<file path="config.mk">
export PLATFORM = sky130hd
export DESIGN_NAME = sim_term_ctrl
export DESIGN_NICKNAME = d
export VERILOG_FILES = /design/src/rtl/sim_term_ctrl.sv
export SDC_FILE = /design/constraint.sdc
export NUM_CORES = 1
export LEC_CHECK = 0
export CORE_MARGIN = 3
export CORE_UTILIZATION = 38
export DETAILED_ROUTE_END_ITERATION = 6
export GPL_ROUTABILITY_DRIVEN = 0
export PLACE_DENSITY = 0.79
export SYNTH_ARGS = -nofsm -noshare
export SYNTH_HDL_FRONTEND = slang
export SYNTH_SLANG_ARGS = --single-unit
export TNS_END_PERCENT = 5
</file>
<file path="constraint.sdc">
create_clock -name clk_i -period 5.5 [get_ports clk_i]
set_input_delay 1.1 -clock clk_i [delete_from_list [all_inputs] [get_ports clk_i]]
set_output_delay 1.1 -clock clk_i [all_outputs]
set_load 0.05 [all_outputs]
</file>
<file path="src/rtl/sim_term_ctrl.sv">
// sim_term_ctrl: simulation-termination controller.
//   Watches the main-RAM write port for a store to the end-of-sim mailbox word.
//   It captures the status code, waits DrainCycles so in-flight traffic can flush,
//   and then raises a sticky finish request. An optional cycle watchdog ends the
//   run with a timeout flag when no mailbox store arrives.
//
// Ports:
//   clk_i        single clock, posedge
//   rst_i        asynchronous reset, active-high
//   mem_req_i    RAM request strobe
//   mem_we_i     RAM write enable
//   mem_addr_i   RAM word address, offset from MemBase
//   mem_wdata_i  RAM write data
//   mem_rst_ni   RAM-local reset, active-low; snoop ignored while low
//   finish_o     sticky: simulation may terminate
//   pass_o       valid with finish_o: code == 0 and no timeout
//   timeout_o    valid with finish_o: watchdog expired
//   code_o       captured mailbox data, 0 on timeout
//   cycles_o     cycles spent in RUN, saturating
module sim_term_ctrl #(
  parameter logic [31:0] MemBase       = 32'h1000_0000,
  parameter int unsigned AddrW         = 14,
  parameter logic [31:0] EndSimAddr    = 32'h1000_8000,
  parameter int unsigned DrainCycles   = 16,
  parameter int unsigned TimeoutCycles = 0,
  parameter int unsigned CntW          = 32
) (
  input  logic             clk_i,
  input  logic             rst_i,
  input  logic             mem_req_i,
  input  logic             mem_we_i,
  input  logic [AddrW-1:0] mem_addr_i,
  input  logic [31:0]      mem_wdata_i,
  input  logic             mem_rst_ni,
  output logic             finish_o,
  output logic             pass_o,
  output logic             timeout_o,
  output logic [31:0]      code_o,
  output logic [CntW-1:0]  cycles_o
);

  localparam int unsigned DataW       = 32;
  localparam int unsigned DrainW      = (DrainCycles > 1) ? $clog2(DrainCycles) : 1;
  localparam int unsigned DrainLast   = (DrainCycles == 0) ? 0 : DrainCycles - 1;
  localparam int unsigned TimeoutLast = (TimeoutCycles == 0) ? 0 : TimeoutCycles - 1;
  localparam bit          WatchdogEn  = (TimeoutCycles != 0);
  localparam bit          SkipDrain   = (DrainCycles == 0);

  typedef enum logic [1:0] {
    ST_RUN   = 2'd0,
    ST_DRAIN = 2'd1,
    ST_DONE  = 2'd2
  } state_e;

  state_e              state_q, state_d;
  logic [DrainW-1:0]   drain_cnt_q, drain_cnt_d;
  logic [CntW-1:0]     cycles_q, cycles_d;
  logic [DataW-1:0]    code_q, code_d;
  logic                timeout_q, timeout_d;
  logic                finish_q, finish_d;
  logic                pass_q, pass_d;

  // Mailbox decode: the byte address is formed 32 bits wide and wraps like the bus does.
  logic [DataW-1:0]    byte_off_c;
  logic [DataW-1:0]    byte_addr_c;
  logic                hit_c;

  assign byte_off_c  = DataW'({mem_addr_i, 2'b00});
  assign byte_addr_c = MemBase + byte_off_c;
  assign hit_c       = mem_req_i & mem_we_i & mem_rst_ni & (byte_addr_c == EndSimAddr);

  // State and output registers.
  always_ff @(posedge clk_i or posedge rst_i) begin
    if (rst_i) begin
      state_q     <= ST_RUN;
      drain_cnt_q <= '0;
      cycles_q    <= '0;
      code_q      <= '0;
      timeout_q   <= 1'b0;
      finish_q    <= 1'b0;
      pass_q      <= 1'b0;
    end else begin
      state_q     <= state_d;
      drain_cnt_q <= drain_cnt_d;
      cycles_q    <= cycles_d;
      code_q      <= code_d;
      timeout_q   <= timeout_d;
      finish_q    <= finish_d;
      pass_q      <= pass_d;
    end
  end

  // Next-state and next-output logic.
  always_comb begin
    state_d     = state_q;
    drain_cnt_d = drain_cnt_q;
    cycles_d    = cycles_q;
    code_d      = code_q;
    timeout_d   = timeout_q;
    finish_d    = 1'b0;
    pass_d      = 1'b0;

    unique case (state_q)
      ST_RUN: begin
        if (cycles_q != {CntW{1'b1}}) begin
          cycles_d = cycles_q + CntW'(1);
        end
        // A mailbox store wins over a watchdog expiry in the same cycle.
        if (hit_c) begin
          code_d      = mem_wdata_i;
          drain_cnt_d = '0;
          state_d     = SkipDrain ? ST_DONE : ST_DRAIN;
        end else if (WatchdogEn && (cycles_q == CntW'(TimeoutLast))) begin
          code_d    = '0;
          timeout_d = 1'b1;
          state_d   = ST_DONE;
        end
      end
      ST_DRAIN: begin
        // Later mailbox stores are ignored; the first code is kept.
        drain_cnt_d = drain_cnt_q + DrainW'(1);
        if (drain_cnt_q == DrainW'(DrainLast)) begin
          state_d = ST_DONE;
        end
      end
      ST_DONE: begin
        state_d = ST_DONE;
      end
      default: begin
        state_d = ST_RUN;
      end
    endcase

    // Status flags are derived from the next-state values so they register together.
    finish_d = (state_d == ST_DONE);
    pass_d   = finish_d & ~timeout_d & (code_d == '0);
  end

  assign finish_o  = finish_q;
  assign pass_o    = pass_q;
  assign timeout_o = timeout_q;
  assign code_o    = code_q;
  assign cycles_o  = cycles_q;

endmodule
</file>
==> run_results.csv <==
group,metric,value,unit
critical_path,worstPathBufferInverterCount,1,
synthesis,muxShareOfSynthArea,0.1166,
synthesis,ys_async_sr_fraction,1.000,
sta,fin_crit_sh,0.5007,
global_routing,grt_pass1_vias,2757,
synthesis,seq_area_frac_synth,0.5507,
clocking,cts.path.max_buffers,2,
status,outcome,"complete, no violations",
critical_path,cp_max_fo,6,
floorplanning,num_io_pins,118,
floorplanning,dieArea,9759,um^2
power,p_leak,2.036,nW
place,hpwl,6331,um
routing,wl_per_cell,16.61,um
sta,setup_viol,0,
clocking,clk_pin_slew,0.08,ns
sta,fmax,0.3631,GHz
clocking,htreeDepth,3,
sta,slew_headroom,0.5125,
critical_path,start_kind,"flip-flop",
clocking,ctsHoldBuffers,0,
floorplanning,core.rowCount,33,
floorplanning,die_w,98.79,um
power,vdd.ir_drop.worst,321.4,uV
job,max_cap_violations,0,
synthesis,synth_top_family_by_area,"simple AND/OR/NAND/NOR gates",
critical_path,crit_required,4.40,ns
clocking,clock-root-buffer,"clkbuf_8",
global_routing,antenna_found_initial,0,
critical_path,critical_path.top_delay_family,"buffers and inverters",
clocking,cts_resized,0,
layout,final_area,4808,um^2
layout,fill_cells,682,
synthesis,synthSimpleGateAreaFrac,0.2027,
layout,antenna_cells,0,
global_routing,grt_pass1_wl,14060,um
sta,tightest_slew,0.7302,ns
synthesis,synth_seq_cells,72,
synthesis,synth_xor_xnor_area_share,0.08031,
synthesis,synth_cells,277,
routing,drc,0,
synthesis,synth_cell_types,38,
global_routing,grt_max_degree,38,
routing,dr.first_iter.drc_count,77,
synthesis,syn_area_per_cell,11.81,um^2
routing,routed_wl,8439,um
routing,first_pass_iters,4,
place,numPortBuffers,116,
floorplanning,core,8299,um^2
synthesis,synth.cell_area,3272,um^2
synthesis,syn-num-nets,330,
layout,layout_common_cells,"116 x clkdlybuf4s50_1, 72 x dfrtp_1, 32 x mux2_2",
power,powerDensity,281.0,nW/um^2
layout,finalNonFillerCells,508,
critical_path,worst-setup-path-type,"reg -> out",
sta,tns,0,ns
critical_path,cpPeakStageDelay,0.86,ns
global_routing,grtUsageTotal,0.1815,
clocking,cts_tree,"built",
critical_path,cp.arrival,1.65,ns
routing,num_vias,2653,
synthesis,synth-compound-area-share,0.02294,
sta,rsz0062_at_grt,"no",
global_routing,grt_overflow_total,0,
hold_path,hold_path.class,"reg -> reg",
critical_path,cp_slowest_cell,"clkdlybuf4s50_1",
layout,nets,451,
clocking,cts_sinks,72,
routing,via_per_inst,5.222,
sta,drv_slew,0,
clocking,cts_buffers,9,
layout,layout_commonest_cell,"clkdlybuf4s50_1",
sta,hold_viol_final,0,
critical_path,path_cells,"clkdlybuf4s50_1",
sta,period_minus_slack,2.754,ns
floorplanning,start_util,0.3942,
critical_path,critical_path.endpoint_type,"output pin",
clocking,cts_setup_buffers,0,
routing,ant_nets,0,
synthesis,synth-adder-area-share,0.007648,
layout,layout-drive-gt1-share,0.1489,
synthesis,yosysWarnings,0,
place,dpl.cell_count,492,
sta,skew,0.01223,ns
clocking,worstSkewPairLatency,0.34,ns
critical_path,r2r_slack,2.89,ns
synthesis,synth-main-ff-cell,"dfrtp_1",
floorplanning,dieHeight,98.79,um
place,post_dp_cell_area,4544,um^2
synthesis,synth-edff-count,0,
layout,area_growth,46.96,%
## per-stage QoR
stage,setup slack (ns),util,power (W),hold WS (ns)
global route,2.668,0.5794,0.001410,0.5263
detailed placement,2.447,0.5476,0.0008267,0.4843
global placement,2.505,0.5476,0.0008243,0.4807
floorplan,2.575,-,0.0007197,0.4787
finish,2.746,0.5794,0.001351,0.4933
CTS,2.717,0.5794,0.001368,0.4976
## flip-flops by register name (all words and copies together), names as in the netlist
name         count
code_o          32
state_q          2
finish_o         1
cycles_o        32
pass_o           1
drain_cnt_q      4
## layout make-up
type	count	area, um^2	area share
inverter	2	7.507	0.001561
tap	105	131.4	0.02732
sequential	72	1802	0.3747
multi-input combinational	194	1420	0.2953
clock buffer	12	165.2	0.03435
timing repair buffer	119	1184	0.2462
clock inverter	4	98.84	0.02056
## Yosys cell counts (2+ instances only)
master | number | share of area
nand2b_1 | 2 | 0.0038
nand3_2 | 5 | 0.015
or3_1 | 3 | 0.0057
buf_2 | 5 | 0.0076
and4_1 | 3 | 0.0080
nand3_1 | 10 | 0.015
mux2_2 | 32 | 0.11
nor4b_1 | 2 | 0.0054
dfrtp_1 | 72 | 0.55
o21ai_0 | 7 | 0.011
and3_1 | 7 | 0.013
a21oi_1 | 2 | 0.0031
xnor2_1 | 26 | 0.070
nand4_1 | 22 | 0.042
clkbuf_1 | 2 | 0.0023
nand2_1 | 17 | 0.020
ha_1 | 2 | 0.0076
nor4_1 | 17 | 0.033
nor2_1 | 12 | 0.014
and2_1 | 2 | 0.0038
xor2_1 | 4 | 0.011
nor3_1 | 6 | 0.0092
inv_1 | 2 | 0.0023
## report_power, final
group	switching, W	total (W)	internal, W
Sequential	0.0000320	0.000583	0.000551
Combinational	0.000138	0.000233	0.0000945
Clock	0.000196	0.000535	0.000340
Total	0.000366	0.00135	0.000985
## final timing paths
check	start	endpoint	cells after the start
worst max-delay path	cycles_o[2]	cycles_o[2]	1
worst min-delay path	cycles_o[30]	cycles_o[30]	1
worst max register to register	cycles_o[19]	cycles_o[1]	5
worst min register to register	cycles_o[30]	cycles_o[30]	1
max in group asynchronous	rst_i	cycles_o[17]	3
min in group asynchronous	rst_i	code_o[22]	2
## kinds of logic after synthesis
group,after synthesis
fa+ha+maj,2
other cells,1
buf+inv,11
xor+xnor,30
simple gates,114
flops,72
compound gates,13
mux,34
## per-layer routing
| layer | wire, um | vias up | track usage | part of all wire |
|---|---|---|---|---|
| li1 | - | 1259 | - | - |
| met1 | 3690 | 1317 | 0.2380 | 0.44 |
| met2 | 4230 | 59 | 0.2867 | 0.50 |
| met3 | 268 | 18 | 0.03255 | 0.032 |
| met4 | 250 | 0 | 0.09559 | 0.030 |
| met5 | 0 | - | 0 | 0 |
No activity file was read; power rests on OpenSTA's default activity.
